**src/rtl/sound_sequencer_if.sv**
```systemverilog
// rtl/sound_sequencer_if.sv - game-logic event bus for the sound sequencer
// Carries the event strobe towards the sequencer and its queue status back.
interface sound_sequencer_if #(
  parameter int M      = 2,
  parameter int QDEPTH = 4
) ();

  logic [M-1:0]                  sound_event_code_in;
  logic                          sound_trigger_in;
  logic                          busy;
  logic [$clog2(QDEPTH+1)-1:0]   queue_count;
  logic                          dropped;

  modport master (
    output sound_event_code_in,
    output sound_trigger_in,
    input  busy,
    input  queue_count,
    input  dropped
  );

  modport slave (
    input  sound_event_code_in,
    input  sound_trigger_in,
    output busy,
    output queue_count,
    output dropped
  );

endinterface

```
**src/rtl/sound_sequencer.sv**
```systemverilog
// rtl/sound_sequencer.sv - queued multi-note square-wave buzzer engine
// Events are queued and played as short melodies; GAME_OVER preempts and flushes the queue.
module sound_sequencer #(
  parameter int unsigned CLK_FREQ = 100_000_000,
  parameter int          M        = 2,
  parameter int          QDEPTH   = 4,
  parameter int          GAP_MS   = 5
) (
  input  logic               clk,
  input  logic               reset_n,
  input  logic               mute_in,
  output logic               buzzer_out,
  sound_sequencer_if.slave   bus
);

  localparam int unsigned MS_CYC = CLK_FREQ / 1000;
  localparam int          QW     = $clog2(QDEPTH + 1);
  localparam int          PW     = (QDEPTH > 1) ? $clog2(QDEPTH) : 1;

  localparam logic [1:0] EV_EAT   = 2'd1;
  localparam logic [1:0] EV_GO    = 2'd2;
  localparam logic [1:0] EV_START = 2'd3;

  typedef enum logic [1:0] {S_IDLE, S_LOAD, S_NOTE, S_GAP} state_t;

  function automatic logic [31:0] f_half(input logic [1:0] evt, input logic [1:0] idx);
    logic [31:0] h;
    h = 32'd1;
    case ({evt, idx})
      {EV_EAT,   2'd0}: h = 32'(CLK_FREQ / (2 * 2000));
      {EV_EAT,   2'd1}: h = 32'(CLK_FREQ / (2 * 2500));
      {EV_START, 2'd0}: h = 32'(CLK_FREQ / (2 * 1000));
      {EV_START, 2'd1}: h = 32'(CLK_FREQ / (2 * 1500));
      {EV_START, 2'd2}: h = 32'(CLK_FREQ / (2 * 2000));
      {EV_GO,    2'd0}: h = 32'(CLK_FREQ / (2 * 800));
      {EV_GO,    2'd1}: h = 32'(CLK_FREQ / (2 * 600));
      {EV_GO,    2'd2}: h = 32'(CLK_FREQ / (2 * 400));
      {EV_GO,    2'd3}: h = 32'(CLK_FREQ / (2 * 300));
      default:          h = 32'd1;
    endcase
    return h;
  endfunction

  function automatic logic [15:0] f_dur_ms(input logic [1:0] evt, input logic [1:0] idx);
    logic [15:0] d;
    d = 16'd1;
    case ({evt, idx})
      {EV_EAT,   2'd0}: d = 16'd30;
      {EV_EAT,   2'd1}: d = 16'd20;
      {EV_START, 2'd0},
      {EV_START, 2'd1},
      {EV_START, 2'd2}: d = 16'd50;
      {EV_GO,    2'd0},
      {EV_GO,    2'd1}: d = 16'd150;
      {EV_GO,    2'd2}: d = 16'd200;
      {EV_GO,    2'd3}: d = 16'd300;
      default:          d = 16'd1;
    endcase
    return d;
  endfunction

  function automatic logic [1:0] f_last_idx(input logic [1:0] evt);
    case (evt)
      EV_EAT:   return 2'd1;
      EV_START: return 2'd2;
      EV_GO:    return 2'd3;
      default:  return 2'd0;
    endcase
  endfunction

  function automatic logic [PW-1:0] f_inc(input logic [PW-1:0] p);
    return (p == PW'(QDEPTH - 1)) ? '0 : p + PW'(1);
  endfunction

  state_t        r_state, w_state_nxt;
  logic [1:0]    r_fifo [QDEPTH];
  logic [PW-1:0] r_wr_ptr, r_rd_ptr;
  logic [QW-1:0] r_count;
  logic          r_dropped;
  logic [1:0]    r_event, r_idx;
  logic [31:0]   r_half, r_pwm, r_pre;
  logic [15:0]   r_ms;
  logic          r_wave, r_buzzer;

  logic [M-1:0]  w_code_raw;
  logic [31:0]   w_code;
  logic          w_go, w_push, w_pop, w_full, w_wr, w_drop;
  logic [1:0]    w_push_evt;
  logic          w_tick, w_expire, w_last, w_wrap;
  logic          w_load, w_gap_start, w_wave_nxt;
  logic [1:0]    w_load_evt, w_load_idx;

  assign w_code_raw = bus.sound_event_code_in;
  assign w_code     = 32'(w_code_raw);
  assign w_go       = bus.sound_trigger_in && (w_code == 32'd2);
  assign w_push     = bus.sound_trigger_in && ((w_code == 32'd1) || (w_code == 32'd3));
  assign w_push_evt = (w_code == 32'd1) ? EV_EAT : EV_START;

  // A pop frees a slot in the same cycle, so a push into a full queue is kept then.
  assign w_full = (r_count == QW'(QDEPTH));
  assign w_pop  = (r_state == S_IDLE) && (r_count != '0) && !w_go;
  assign w_wr   = w_push && (!w_full || w_pop);
  assign w_drop = w_push && w_full && !w_pop;

  assign w_tick   = (r_pre == MS_CYC - 1);
  assign w_expire = w_tick && (r_ms == 16'd1);
  assign w_last   = (r_idx == f_last_idx(r_event));
  assign w_wrap   = (r_pwm == r_half - 32'd1);

  always_ff @(posedge clk or negedge reset_n) begin
    if (!reset_n) r_state <= S_IDLE;
    else          r_state <= w_state_nxt;
  end

  always_comb begin
    w_state_nxt = r_state;
    w_load      = 1'b0;
    w_load_evt  = r_event;
    w_load_idx  = r_idx + 2'd1;
    w_gap_start = 1'b0;
    w_wave_nxt  = r_wave;
    case (r_state)
      S_IDLE: begin
        w_wave_nxt = 1'b0;
        if (w_pop) w_state_nxt = S_LOAD;
      end
      S_LOAD: begin
        w_wave_nxt  = 1'b0;
        w_load      = 1'b1;
        w_load_idx  = 2'd0;
        w_state_nxt = S_NOTE;
      end
      S_NOTE: begin
        if (w_wrap) w_wave_nxt = ~r_wave;
        if (w_expire) begin
          w_wave_nxt = 1'b0;
          if (w_last) begin
            w_state_nxt = S_IDLE;
          end else if (GAP_MS > 0) begin
            w_state_nxt = S_GAP;
            w_gap_start = 1'b1;
          end else begin
            w_load = 1'b1;
          end
        end
      end
      S_GAP: begin
        w_wave_nxt = 1'b0;
        if (w_expire) begin
          w_state_nxt = S_NOTE;
          w_load      = 1'b1;
        end
      end
      default: w_state_nxt = S_IDLE;
    endcase
    if (w_go) begin
      w_state_nxt = S_NOTE;
      w_load      = 1'b1;
      w_load_evt  = EV_GO;
      w_load_idx  = 2'd0;
      w_wave_nxt  = 1'b0;
    end
  end

  // Note timebase: PWM half-period counter plus 1 ms prescaler and ms down-counter.
  always_ff @(posedge clk or negedge reset_n) begin
    if (!reset_n) begin
      r_event  <= 2'd0;
      r_idx    <= 2'd0;
      r_half   <= 32'd0;
      r_pwm    <= 32'd0;
      r_pre    <= 32'd0;
      r_ms     <= 16'd0;
      r_wave   <= 1'b0;
      r_buzzer <= 1'b0;
    end else begin
      r_wave   <= w_wave_nxt;
      r_buzzer <= w_wave_nxt & ~mute_in;
      if (w_pop) r_event <= r_fifo[r_rd_ptr];
      if (w_load) begin
        r_event <= w_load_evt;
        r_idx   <= w_load_idx;
        r_half  <= f_half(w_load_evt, w_load_idx);
        r_ms    <= f_dur_ms(w_load_evt, w_load_idx);
        r_pre   <= 32'd0;
        r_pwm   <= 32'd0;
      end else if (w_gap_start) begin
        r_ms  <= 16'(GAP_MS);
        r_pre <= 32'd0;
        r_pwm <= 32'd0;
      end else if ((r_state == S_NOTE) || (r_state == S_GAP)) begin
        r_pwm <= w_wrap ? 32'd0 : r_pwm + 32'd1;
        if (w_tick) begin
          r_pre <= 32'd0;
          r_ms  <= r_ms - 16'd1;
        end else begin
          r_pre <= r_pre + 32'd1;
        end
      end
    end
  end

  always_ff @(posedge clk) begin
    if (w_wr) r_fifo[r_wr_ptr] <= w_push_evt;
  end

  always_ff @(posedge clk or negedge reset_n) begin
    if (!reset_n) begin
      r_wr_ptr  <= '0;
      r_rd_ptr  <= '0;
      r_count   <= '0;
      r_dropped <= 1'b0;
    end else if (w_go) begin
      r_wr_ptr  <= '0;
      r_rd_ptr  <= '0;
      r_count   <= '0;
      r_dropped <= 1'b0;
    end else begin
      r_dropped <= w_drop;
      if (w_wr)  r_wr_ptr <= f_inc(r_wr_ptr);
      if (w_pop) r_rd_ptr <= f_inc(r_rd_ptr);
      case ({w_wr, w_pop})
        2'b10:   r_count <= r_count + QW'(1);
        2'b01:   r_count <= r_count - QW'(1);
        default: r_count <= r_count;
      endcase
    end
  end

  assign buzzer_out      = r_buzzer;
  assign bus.busy        = (r_state != S_IDLE) || (r_count != '0);
  assign bus.queue_count = r_count;
  assign bus.dropped     = r_dropped;

endmodule

```
**src/flat_wrapper.sv**
```systemverilog
// flat-port wrapper written by rule: the top's interface ports become plain ports
module sound_sequencer_flat 
#(
  parameter int unsigned CLK_FREQ = 100_000_000,
  parameter int          M        = 2,
  parameter int          QDEPTH   = 4,
  parameter int          GAP_MS   = 5
)
  (clk, reset_n, mute_in, buzzer_out, bus_sound_event_code_in, bus_sound_trigger_in, bus_busy, bus_queue_count, bus_dropped);
  sound_sequencer_if #(.M(M), .QDEPTH(QDEPTH)) bus_i ();
  input  logic clk;
  input  logic reset_n;
  input  logic mute_in;
  output logic buzzer_out;
  input wire logic [$bits(bus_i.sound_event_code_in)-1:0] bus_sound_event_code_in;
  input wire logic [$bits(bus_i.sound_trigger_in)-1:0] bus_sound_trigger_in;
  output wire logic [$bits(bus_i.busy)-1:0] bus_busy;
  output wire logic [$bits(bus_i.queue_count)-1:0] bus_queue_count;
  output wire logic [$bits(bus_i.dropped)-1:0] bus_dropped;
  assign bus_i.sound_event_code_in = bus_sound_event_code_in;
  assign bus_i.sound_trigger_in = bus_sound_trigger_in;
  assign bus_busy = bus_i.busy;
  assign bus_queue_count = bus_i.queue_count;
  assign bus_dropped = bus_i.dropped;
  sound_sequencer #(.CLK_FREQ(CLK_FREQ), .M(M), .QDEPTH(QDEPTH), .GAP_MS(GAP_MS)) u_core (.clk(clk), .reset_n(reset_n), .mute_in(mute_in), .buzzer_out(buzzer_out), .bus(bus_i));
endmodule
```
**config.mk**
```make
export PLATFORM = sky130hd
export DESIGN_NAME = sound_sequencer_flat
export DESIGN_NICKNAME = d
export VERILOG_FILES = /design/src/rtl/sound_sequencer_if.sv /design/src/rtl/sound_sequencer.sv /design/src/flat_wrapper.sv
export SDC_FILE = /design/constraint.sdc
export NUM_CORES = 1
export LEC_CHECK = 0
export BUFFER_PORTS_ARGS = -buffer_cell sky130_fd_sc_hd__buf_2
export CORE_MARGIN = 2
export CORE_UTILIZATION = 55
export CTS_BUF_LIST = sky130_fd_sc_hd__clkbuf_8
export CTS_CLUSTER_DIAMETER = 80
export DETAILED_ROUTE_END_ITERATION = 7
export GPL_ROUTABILITY_DRIVEN = 0
export PLACE_DENSITY_LB_ADDON = 0.15
export SYNTH_ARGS = -nofsm -noshare
export SYNTH_HDL_FRONTEND = slang
export SYNTH_SLANG_ARGS = --single-unit
```
**constraint.sdc**
```tcl
create_clock -name clk -period 3.3 [get_ports clk]
set_input_delay 0.495 -clock clk [delete_from_list [all_inputs] [get_ports clk]]
set_output_delay 0.495 -clock clk [all_outputs]
set_load 0.02 [all_outputs]
```
# After elaboration in Yosys (flattened, before gate mapping)
# Memory sizes are Yosys's and may differ from the RTL's. A register that Yosys moved wholly into a read port is not among the register bits.
# Cells that the tools add are included.
word_totals:
  mem_bits_ro: 432
  memories: 3
  register_bits: 128
  input_bits: 6
  mem_bits_rw: 8
memory_table:
  columns: ["name", "words", "width", "rd", "rd_ports_with_merged_regs", "wr", "line_no", "rtl"]
  rows:
  - ["(no name shown)", 16, 18, 1, 1, 0, "sound_sequencer.sv:29", "case ({evt, idx})"]
  - ["(no name shown)", 16, 9, 1, 0, 0, "sound_sequencer.sv:47", "case ({evt, idx})"]
  - ["u_core.r_fifo", 4, 2, 1, 0, 1, "sound_sequencer.sv:76", "logic [1:0] r_fifo [QDEPTH];"]
op_classes:
  eq_ne: 21
  n_bitwise: 3
  muxes: 46
  n_reduce_logical: 28
  n_addsub: 9
op_table:
  columns: ["operator", "n"]
  rows:
  - ["two-way mux 32 bit", 8]
  - ["adder 32 x 1 -> 32 bit, second input constant", 2]
  - ["two-way mux 16 bit", 4]
  - ["two-way mux 2 bit", 17]
  - ["equality test 32 x 17 -> 1 bit, second input constant", 1]
  - ["equality test 32 bit", 1]
  - ["subtractor 32 x 1 -> 32 bit, second input constant", 1]
  - ["equality test 2 bit, second input constant", 9]
  - ["equality test 16 x 1 -> 1 bit, second input constant", 1]
  - ["subtractor 16 x 1 -> 16 bit, second input constant", 1]
  - ["nonzero test 3 bit", 4]
  - ["two-way mux 1 bit", 11]
  - ["!= test 3 x 1 -> 1 bit, second input constant", 3]
  - ["equality test 2 x 1 -> 1 bit, second input constant", 4]
  - ["logical AND 1 bit", 8]
  - ["one-hot mux 2 bit (4 select lines)", 1]
  - ["nonzero test 2 bit", 4]
  - ["adder 2 x 1 -> 2 bit, second input constant", 3]
  - ["one-hot mux 2 bit (3 select lines)", 1]
  - ["one-hot mux 3 bit (2 select lines)", 1]
  - ["logical NOT 1 bit", 4]
  - ["logical OR 1 bit", 4]
  - ["one-hot mux 1 bit (2 select lines)", 2]
  - ["adder 3 x 1 -> 3 bit, second input constant", 1]
  - ["10 further kinds", 11]

# Longest topological paths before layout
# Gate-level depths: netlist of the first run.
depth:
  word_depth: 9
  mapped_depth: 12

# Worst setup path after synthesis of the first run
# Ideal clock, no wire load.
synth_timing:
  path_type: "register to register"
  from: "register u_core.r_half[1]"
  to: "register u_core.r_buzzer, in the netlist u_core.buzzer_out"
  arrival_ns: 2.707
  setup_time_ns: 0.128
  path_stages_with_launch: 10
  setup_slack_ns: 0.466
  cell_sequence: "dfrtp_1 -> inv_1 -> ha_1 -> nor3b_1 -> nand4b_2 -> or4_4 -> o311ai_2 -> nand4_2 -> nor3_2 -> mux2_1"
synth_between:
  elab_chain_cells: 7
synth_lines:
  columns: ["item", "line_no", "rtl"]
  rows:
  - ["start, declared", "sound_sequencer.sv:81", "logic [31:0] r_half, r_pwm, r_pre;"]
  - ["subtractor 32 x 1 -> 32 bit", "sound_sequencer.sv:108", "assign w_wrap = (r_pwm == r_half - 32'd1);"]
  - ["equality test 32 bit", "sound_sequencer.sv:108", null]
  - ["two-way mux 1 bit", "sound_sequencer.sv:134", "if (w_wrap) w_wave_nxt = ~r_wave;"]
  - ["two-way mux 1 bit", "sound_sequencer.sv:135", "if (w_expire) begin"]
  - ["one-hot mux 1 bit (2 select lines)", "sound_sequencer.sv:122", "case (r_state)"]
  - ["two-way mux 1 bit", "sound_sequencer.sv:156", "if (w_go) begin"]
  - ["AND 1 bit", "sound_sequencer.sv:178", "r_buzzer <= w_wave_nxt & ~mute_in;"]
  - ["end signal, assigned", "sound_sequencer.sv:178", null]
  - ["end, declared", "sound_sequencer.sv:83", "logic r_wave, r_buzzer;"]
# Every way passes these cells.
# A chain may end at the register's enable or synchronous reset.

# Worst setup path after layout of the first run
layout_timing:
  from: "register u_core.r_half[8]"
  to: "register u_core.r_pwm[23]"
layout_between:
  elab_chain_cells: 6
layout_lines:
  columns: ["item", "line_no", "rtl"]
  rows:
  - ["subtractor 32 x 1 -> 32 bit", "sound_sequencer.sv:108", null]
  - ["equality test 32 bit", "sound_sequencer.sv:108", null]
  - ["two-way mux 32 bit", "sound_sequencer.sv:192", "r_pwm <= w_wrap ? 32'd0 : r_pwm + 32'd1;"]
  - ["two-way mux 32 bit", "sound_sequencer.sv:191", "end else if ((r_state == S_NOTE) || (r_state == S_GAP)) begin"]
  - ["two-way mux 32 bit", "sound_sequencer.sv:187", "end else if (w_gap_start) begin"]
  - ["two-way mux 32 bit", "sound_sequencer.sv:180", "if (w_load) begin"]
  - ["end signal, assigned", "sound_sequencer.sv:192", null]
  - ["end, declared", "sound_sequencer.sv:81", null]
# Every way passes these cells. The select of a mux whose other input is x is not followed.

==> summary.txt, run 1 <==
Detailed routing
  – First-pass DRT Iterations: 5
  – Vias per cell: 5.94
  – Drc violations: 0
  – Post-route antenna net violation count: 0
  – Vias: 5,945
  – Total wire length: 16.8 mm
  – Average wire per standard cell: 16.8 um
  – DRT iter0 DRCs: 441

Synthesis
  – Seq/Total Area, Yosys: 40.5%
  – Synthesized area: 7270 um2
  – Syn nets: 824
  – Top_reg_cell synth: dfrtp_1
  – Synthesized area per cell: 9.10 um2
  – EDFF count, synth: 4
  – Synth Register Bits: 117
  – Synth Instances: 799
  – FFs w/ async S/R, synth: 96.6%
  – Unique masters post-synth: 76
  – Yosys warnings: 0

Clock tree
  – CTS HTree Levels: 4
  – Clock latency on the worst-skew pair: 0.45 ns
  – Total CTS buffers: 17
  – Clock transition at path regs: 0.08 ns
  – Worst-case clock buffer depth: 2
  – Clock Sink Count: 117
  – Post-CTS setup buffers: 0
  – Root Driver: clkbuf_8
  – CTS tree: built

Critical path
  – Crit end category: flip-flop
  – R2r worst-path depth: 8
  – CP Max Fanout: 20
  – Startpoint class of the critical path: flip-flop
  – Critical Path RT: 3.61 ns
  – WS Path Type: flip-flop to flip-flop
  – Arrival time of the worst setup path: 3.36 ns

Timing
  – Slew margin rel.: 34.0%
  – Final Setup Violations: 0
  – Crit path time final: 3.05 ns
  – RSZ-0062 raised after global routing: no
  – Fin. max-slew vios: 0
  – Achievable Freq: 328 MHz
  – Period utilisation layout: 92.3%
  – Least-Margin Pin Slew: 0.990 ns
  – Final hold violation count: 0
  – Worst clock skew: 0.0176 ns
  – Setup TNS: 0 ns

Die
  – Core Rows: 42
  – Die X: 119 um
  – Die Height: 119 um
  – Die area: 14,200 um2
  – CORE AREA: 13,100 um2
  – Initial Util: 55.6%
  – # IOs: 12

Pwr
  – Pwr/cell area: 501 nW/um2
  – Pleak: 3.42 nW
  – Worst VDD drop: 0.346 mV
  – Total Power: 0.00398 W

Layout
  – Share of layout cells above drive strength 1: 13.5%
  – Final Util: 60.7%
  – Nets@finish: 837
  – Fillers: 1,130
  – Antenna cells: 0
  – Finished Cell Area: 7950 um2
  – Area Overhead vs Synth: 9.31%

Min path
  – Hold crit path type: input port to async pin

GRT
  – Global-route wire length before repair: 28.7 mm
  – Vias in the first global route: 5,943
  – Initial antenna violation count: 0
  – GRT overflow: 0
  – Largest net degree at the start of global routing: 65
  – GRT Total Usage: 25.3%

Placed design
  – PortBufs: 11
  – DP Wirelength: 12.1 mm
  – Placed Instance Area: 7560 um2

Run status
  – Status: finished clean

Run
  – Max-cap viol count: 0
==> cells in the mapped netlist, types with 3 or more instances <==
master       n  share of area, %
or2_2        4              0.34
inv_1       27               1.4
a211o_1      3              0.36
nand4b_1     3              0.36
o211ai_1     5              0.52
nor4b_1      7              0.84
nand3b_1     4              0.41
a31oi_1      6              0.52
or4_1        6              0.62
a211oi_1     4              0.41
nor3b_1      4              0.41
o31ai_1      4              0.41
nor3_1      27               1.9
and3_1      11              0.95
or3_1        6              0.52
and2_1       8              0.69
and4_1       5              0.60
buf_2        6              0.41
xnor2_1     45               5.4
o21ai_0     29               2.0
nand2_1     68               3.5
nor2b_1      5              0.43
dfrtp_1    113                39
clkbuf_1    24               1.2
o21a_1       3              0.31
o41ai_1      3              0.36
xor2_1      42               5.1
a21oi_1     26               1.8
buf_6        3              0.46
ha_1        18               3.1
nand3_1     35               2.4
edfxtp_1     4               1.7
nand4_1     23               2.0
nor3_2      27               3.7
nand2b_1     6              0.52
mux2i_1     11               1.5
nor4_1      15               1.3
o2111ai_1    3              0.36
nor4_2       3              0.52
nor2_1     106               5.5
a2bb2oi_1    3              0.36
==> cell families (layout without fill, tap and decap cells) <==
kind of cell	count (synthesis)	in the layout	share of synthesized area [%]
buf+inv	64	90	3.85
fa+ha+maj	19	19	3.37
mux	13	13	1.98
flops	117	117	40.5
compound gates	114	114	10.5
xor+xnor	87	87	10.5
simple gates	385	385	29.3
==> final cells by class <==
type / count / area (um2) / area share, %
tap: 176 / 220 / 2.77
clock inverter: 14 / 139 / 1.75
sequential: 117 / 2950 / 37.1
clock buffer: 18 / 248 / 3.12
inverter: 27 / 101 / 1.27
timing repair buffer: 31 / 233 / 2.93
multi-input combinational: 618 / 4060 / 51.1
==> layout by cell type (no fill, tap or decap), drive strengths merged, types with 6 or more instances in the layout <==
cell type	instances
xor2	42
a31oi	6
and3	11
o21ai	31
xnor2	45
or3	8
a21oi	26
and2	8
nor3	54
or4	8
nor4b	7
nand2	68
nor2	107
dfrtp	113
nand4	24
ha	18
inv	30
buf	31
nand3	35
nor4	19
mux2i	11
nand2b	6
clkbuf	18
==> critical path, cell delays in order, from the launching register on <==
cell      delay (ns)
dfrtp_1         0.47
or4_4           0.60
nand4b_2        0.28
or4_4           0.52
o311ai_2        0.11
nand4_2         0.19
nor4_4          0.27
buf_4           0.37
nor4_2          0.10
==> report_power, final <==
part,switching [W],internal (W)
Combinational,0.000510,0.000370
Sequential,0.000214,0.00159
Clock,0.000612,0.000683
==> routing by layer <==
layer  vias up  share of wire, %  GRT usage, %  routed length, um
li1       2859                 -             -                  -
met4         0               2.3          9.67                384
met5         -                 0             0                  0
met2       138                49          42.0               8230
met1      2917                44          32.3               7490
met3        31               4.3          5.41                727
==> flip-flops by register name (all words and copies together), names as in the netlist <==
register / flops
u_core.r_pre: 32
u_core.r_pwm: 32
u_core.r_half: 17
u_core.r_ms: 16
u_core.r_fifo: 4
u_core.bus.queue_count: 3
u_core.r_event: 2
u_core.r_idx: 2
u_core.r_rd_ptr: 2
u_core.r_state: 2
u_core.r_wr_ptr: 2
u_core.bus.dropped: 1
u_core.buzzer_out: 1
u_core.r_wave: 1
==> final timing paths <==
check                                                 from                 end  slack, ns
worst min-delay path                               reset_n    u_core.r_half[4]       0.16
worst max-delay path                      u_core.r_half[8]    u_core.r_pwm[23]       0.25
min in group clk                bus_sound_event_code_in[0]  u_core.bus.dropped       0.34
worst max register to register            u_core.r_half[8]    u_core.r_pwm[23]       0.25
worst min register to register              u_core.r_ms[1]      u_core.r_ms[1]       0.51
max in group asynchronous                          reset_n     u_core.r_ms[12]       2.38
==> what timing repair did <==
| item | CTS | global route |
|---|---|---|
| gates resized for setup | 0 | 1 |
| endpoints found under the setup margin | 0 | 20 |
| hold buffers | 0 | 0 |
==> per-stage QoR <==
step,std cells,hold slack (ns),setup slack [ns]
finish,1001,0.155,0.254
global route,1001,0.217,0.0476
CTS,1001,0.156,0.241
detailed placement,969,0.487,0.260
global placement,969,0.473,0.306
floorplan,799,0.199,0.466
Note: power is estimated with default switching activity, not from simulation.
==> run 2: changes to the inputs <==
Settings changed: CORE_UTILIZATION 55 to 35.
==> summary.txt, run 2 (synthesized netlist as in run 1, its figures left out) <==
GRT
  – Initial antenna violation count: 0 (unchanged)
  – Met1 Usage GRT: 23.1% (-9.3 points)
  – GRT overflow: 0 (unchanged)
  – Vias in the first global route: 6,077 (+2.3%)
  – GRT Total Usage: 17.9% (-7.4 points)
  – Largest net degree at the start of global routing: 39 (-40%)
  – Met2 GRT Util: 29.7% (-12 points)
  – Met3 GRT Util: 3.62% (-1.8 points)
  – Global-route wire length before repair: 31.3 mm (+9.2%)
  – Busiest grt layer: met2

Pwr
  – Pleak: 3.46 nW (+1.1%)
  – Worst VDD drop: 0.237 mV (-32%)
  – Sequential share of power: 46.2% (+0.8 points)
  – Clk pwr share: 31.5% (-1.0 points)
  – Pwr/cell area: 485 nW/um2 (-3.3%)
  – Internal power: 0.00249 W (-5.8%)
  – Switching pwr: 0.00144 W (+7.4%)
  – Switching share of power: 36.5% (+3.0 points)
  – Gate power share: 22.3% (+0.2 points)

Run
  – Max-cap viol count: 0 (unchanged)

Timing
  – Setup TNS: 0 ns (unchanged)
  – Achievable Freq: 330 MHz (+0.43%)
  – Final hold violation count: 0 (unchanged)
  – RSZ-0062 raised after global routing: no
  – Slew margin rel.: 23.5% (-11 points)
  – Crit path time final: 3.03 ns (-0.0131 ns)
  – Final Setup Violations: 0 (unchanged)
  – Least-Margin Pin Slew: 1.14 ns (+0.153 ns)
  – Setup ws final: 0.268 ns (+0.0131 ns)
  – Fin. max-slew vios: 0 (unchanged)
  – Period utilisation layout: 91.9% (-0.40 points)
  – Worst clock skew: 0.0236 ns (+0.00607 ns)
  – Hold Worst Slack: 0.0260 ns (-0.129 ns)

Clock tree
  – CTS HTree Levels: 4 (unchanged)
  – Root Driver: clkbuf_8
  – Resized cells post-CTS: 0 (unchanged)
  – Clock Sink Count: 117 (unchanged)
  – CTS Hold Bufs: 0 (unchanged)
  – Worst-case clock buffer depth: 2 (unchanged)
  – Post-CTS setup buffers: 0 (unchanged)
  – CTS tree: built
  – Total CTS buffers: 17 (unchanged)
  – Clock latency on the worst-skew pair: 0.45 ns (about the same)
  – Clock transition at path regs: 0.08 ns (about the same)

Layout
  – Area Overhead vs Synth: 11.5%
  – Final Instance Count excl. Fillers: 1,105 (+10%)
  – Commonest non-fill, non-tap cell in the layout: dfrtp_1
  – Fillers: 2,084 (+84%)
  – Most frequent cells in the layout: 113 x dfrtp_1, 106 x nor2_1, 68 x nand2_1
  – Share of layout cells above drive strength 1: 14.5% (+1.0 points)
  – Largest registers: u_core.r_pre x32, u_core.r_pwm x32, u_core.r_half x17
  – Final Util: 39.9% (-21 points)
  – Antenna cells: 0 (unchanged)
  – Nets@finish: 847 (+1.2%)

Detailed routing
  – DRT iter0 DRCs: 305 (-31%)
  – Average wire per standard cell: 16.7 um (-0.50%)
  – Vias per cell: 5.37 (-9.6%)
  – Drc violations: 0 (unchanged)
  – Post-route antenna net violation count: 0 (unchanged)
  – First-pass DRT Iterations: 5 (unchanged)
  – Vias: 5,930 (-0.25%)
  – Total wire length: 18.5 mm (+9.8%)

Critical path
  – WS Path Type: flip-flop to flip-flop
  – Startpoint class of the critical path: flip-flop
  – Arrival time of the worst setup path: 3.37 ns (about the same)
  – CP max-delay cell: nor4_1
  – Crit end category: flip-flop
  – Critical Path RT: 3.63 ns (+0.02 ns)
  – Delay-heaviest family, CP: simple AND/OR/NAND/NOR gates
  – CP Max Fanout: 10 (-50%)
  – Worst Path Buf+Inv: 0 (-1)
  – Crit-path cells: nor4_1, nand3_1, o211a_1, a2111oi_2, o2111ai_2, nor3_2, mux2_1
  – CP peak stage delay: 0.63 ns (+0.03 ns)

Die
  – # IOs: 12 (unchanged)
  – Initial Util: 35.8% (-20 points)
  – Die area: 21,900 um2 (+55%)
  – Core Rows: 52 (+24%)
  – CORE AREA: 20,300 um2 (+55%)
  – Die Height: 148 um (+25%)
  – Die X: 148 um (+25%)

Placed design
  – Setup slack after placement: 0.263 ns (+0.00296 ns)
  – DP Wirelength: 13.6 mm (+13%)
  – PortBufs: 11 (unchanged)
  – Placed Cells: 1,073 (+11%)

Run status
  – Status: finished clean

Min path
  – Hold crit path type: input port to async pin
==> run 2: area by class of cell <==
type                            count  area, um2  area share (%)
Multi-Input combinational cell    618       4060            50.0
Timing Repair Buffer               41        308            3.80
Clock inverter                     15        123            1.51
Sequential cell                   117       2950            36.4
Clock buffer                       17        234            2.89
Tap cell                          270        338            4.17
Inverter                           27        101            1.25
==> run 2: per-layer routing <==
metal	wire, um	vias up
li1	-	2878
met1	8580	2928
met2	8970	97
met3	483	27
met4	462	0
met5	0	-
==> run 2: power by group through the flow <==
stage          Sequential [W]  Combinational [W]  Clock, W
6_report              0.00182           0.000875   0.00124
2_1_floorplan         0.00178           0.000646         0
3_3_place_gp          0.00183           0.000855         0
4_1_cts               0.00181           0.000877   0.00127
5_1_grt               0.00185           0.000992   0.00134
3_5_place_dp          0.00184           0.000873         0
==> run 2: final timing paths <==
kind                                       from                 end  slack [ns]  cells past startpoint
max                            u_core.r_half[4]   u_core.buzzer_out        0.27                      7
min                                     reset_n    u_core.r_half[9]        0.03                      1
max reg2reg                    u_core.r_half[4]   u_core.buzzer_out        0.27                      7
min reg2reg                      u_core.r_ms[1]      u_core.r_ms[1]        0.50                      2
max in group asynchronous               reset_n   u_core.r_event[0]        2.47                      2
min in group clk           bus_sound_trigger_in  u_core.bus.dropped        0.34                      3
==> run 2: stage by stage <==
stage,instance area (um2),power [W]
5_1_grt,8110,0.00418
4_1_cts,8110,0.00396
6_report,8110,0.00393
2_1_floorplan,7270,0.00243
3_5_place_dp,7750,0.00271
3_3_place_gp,7750,0.00268
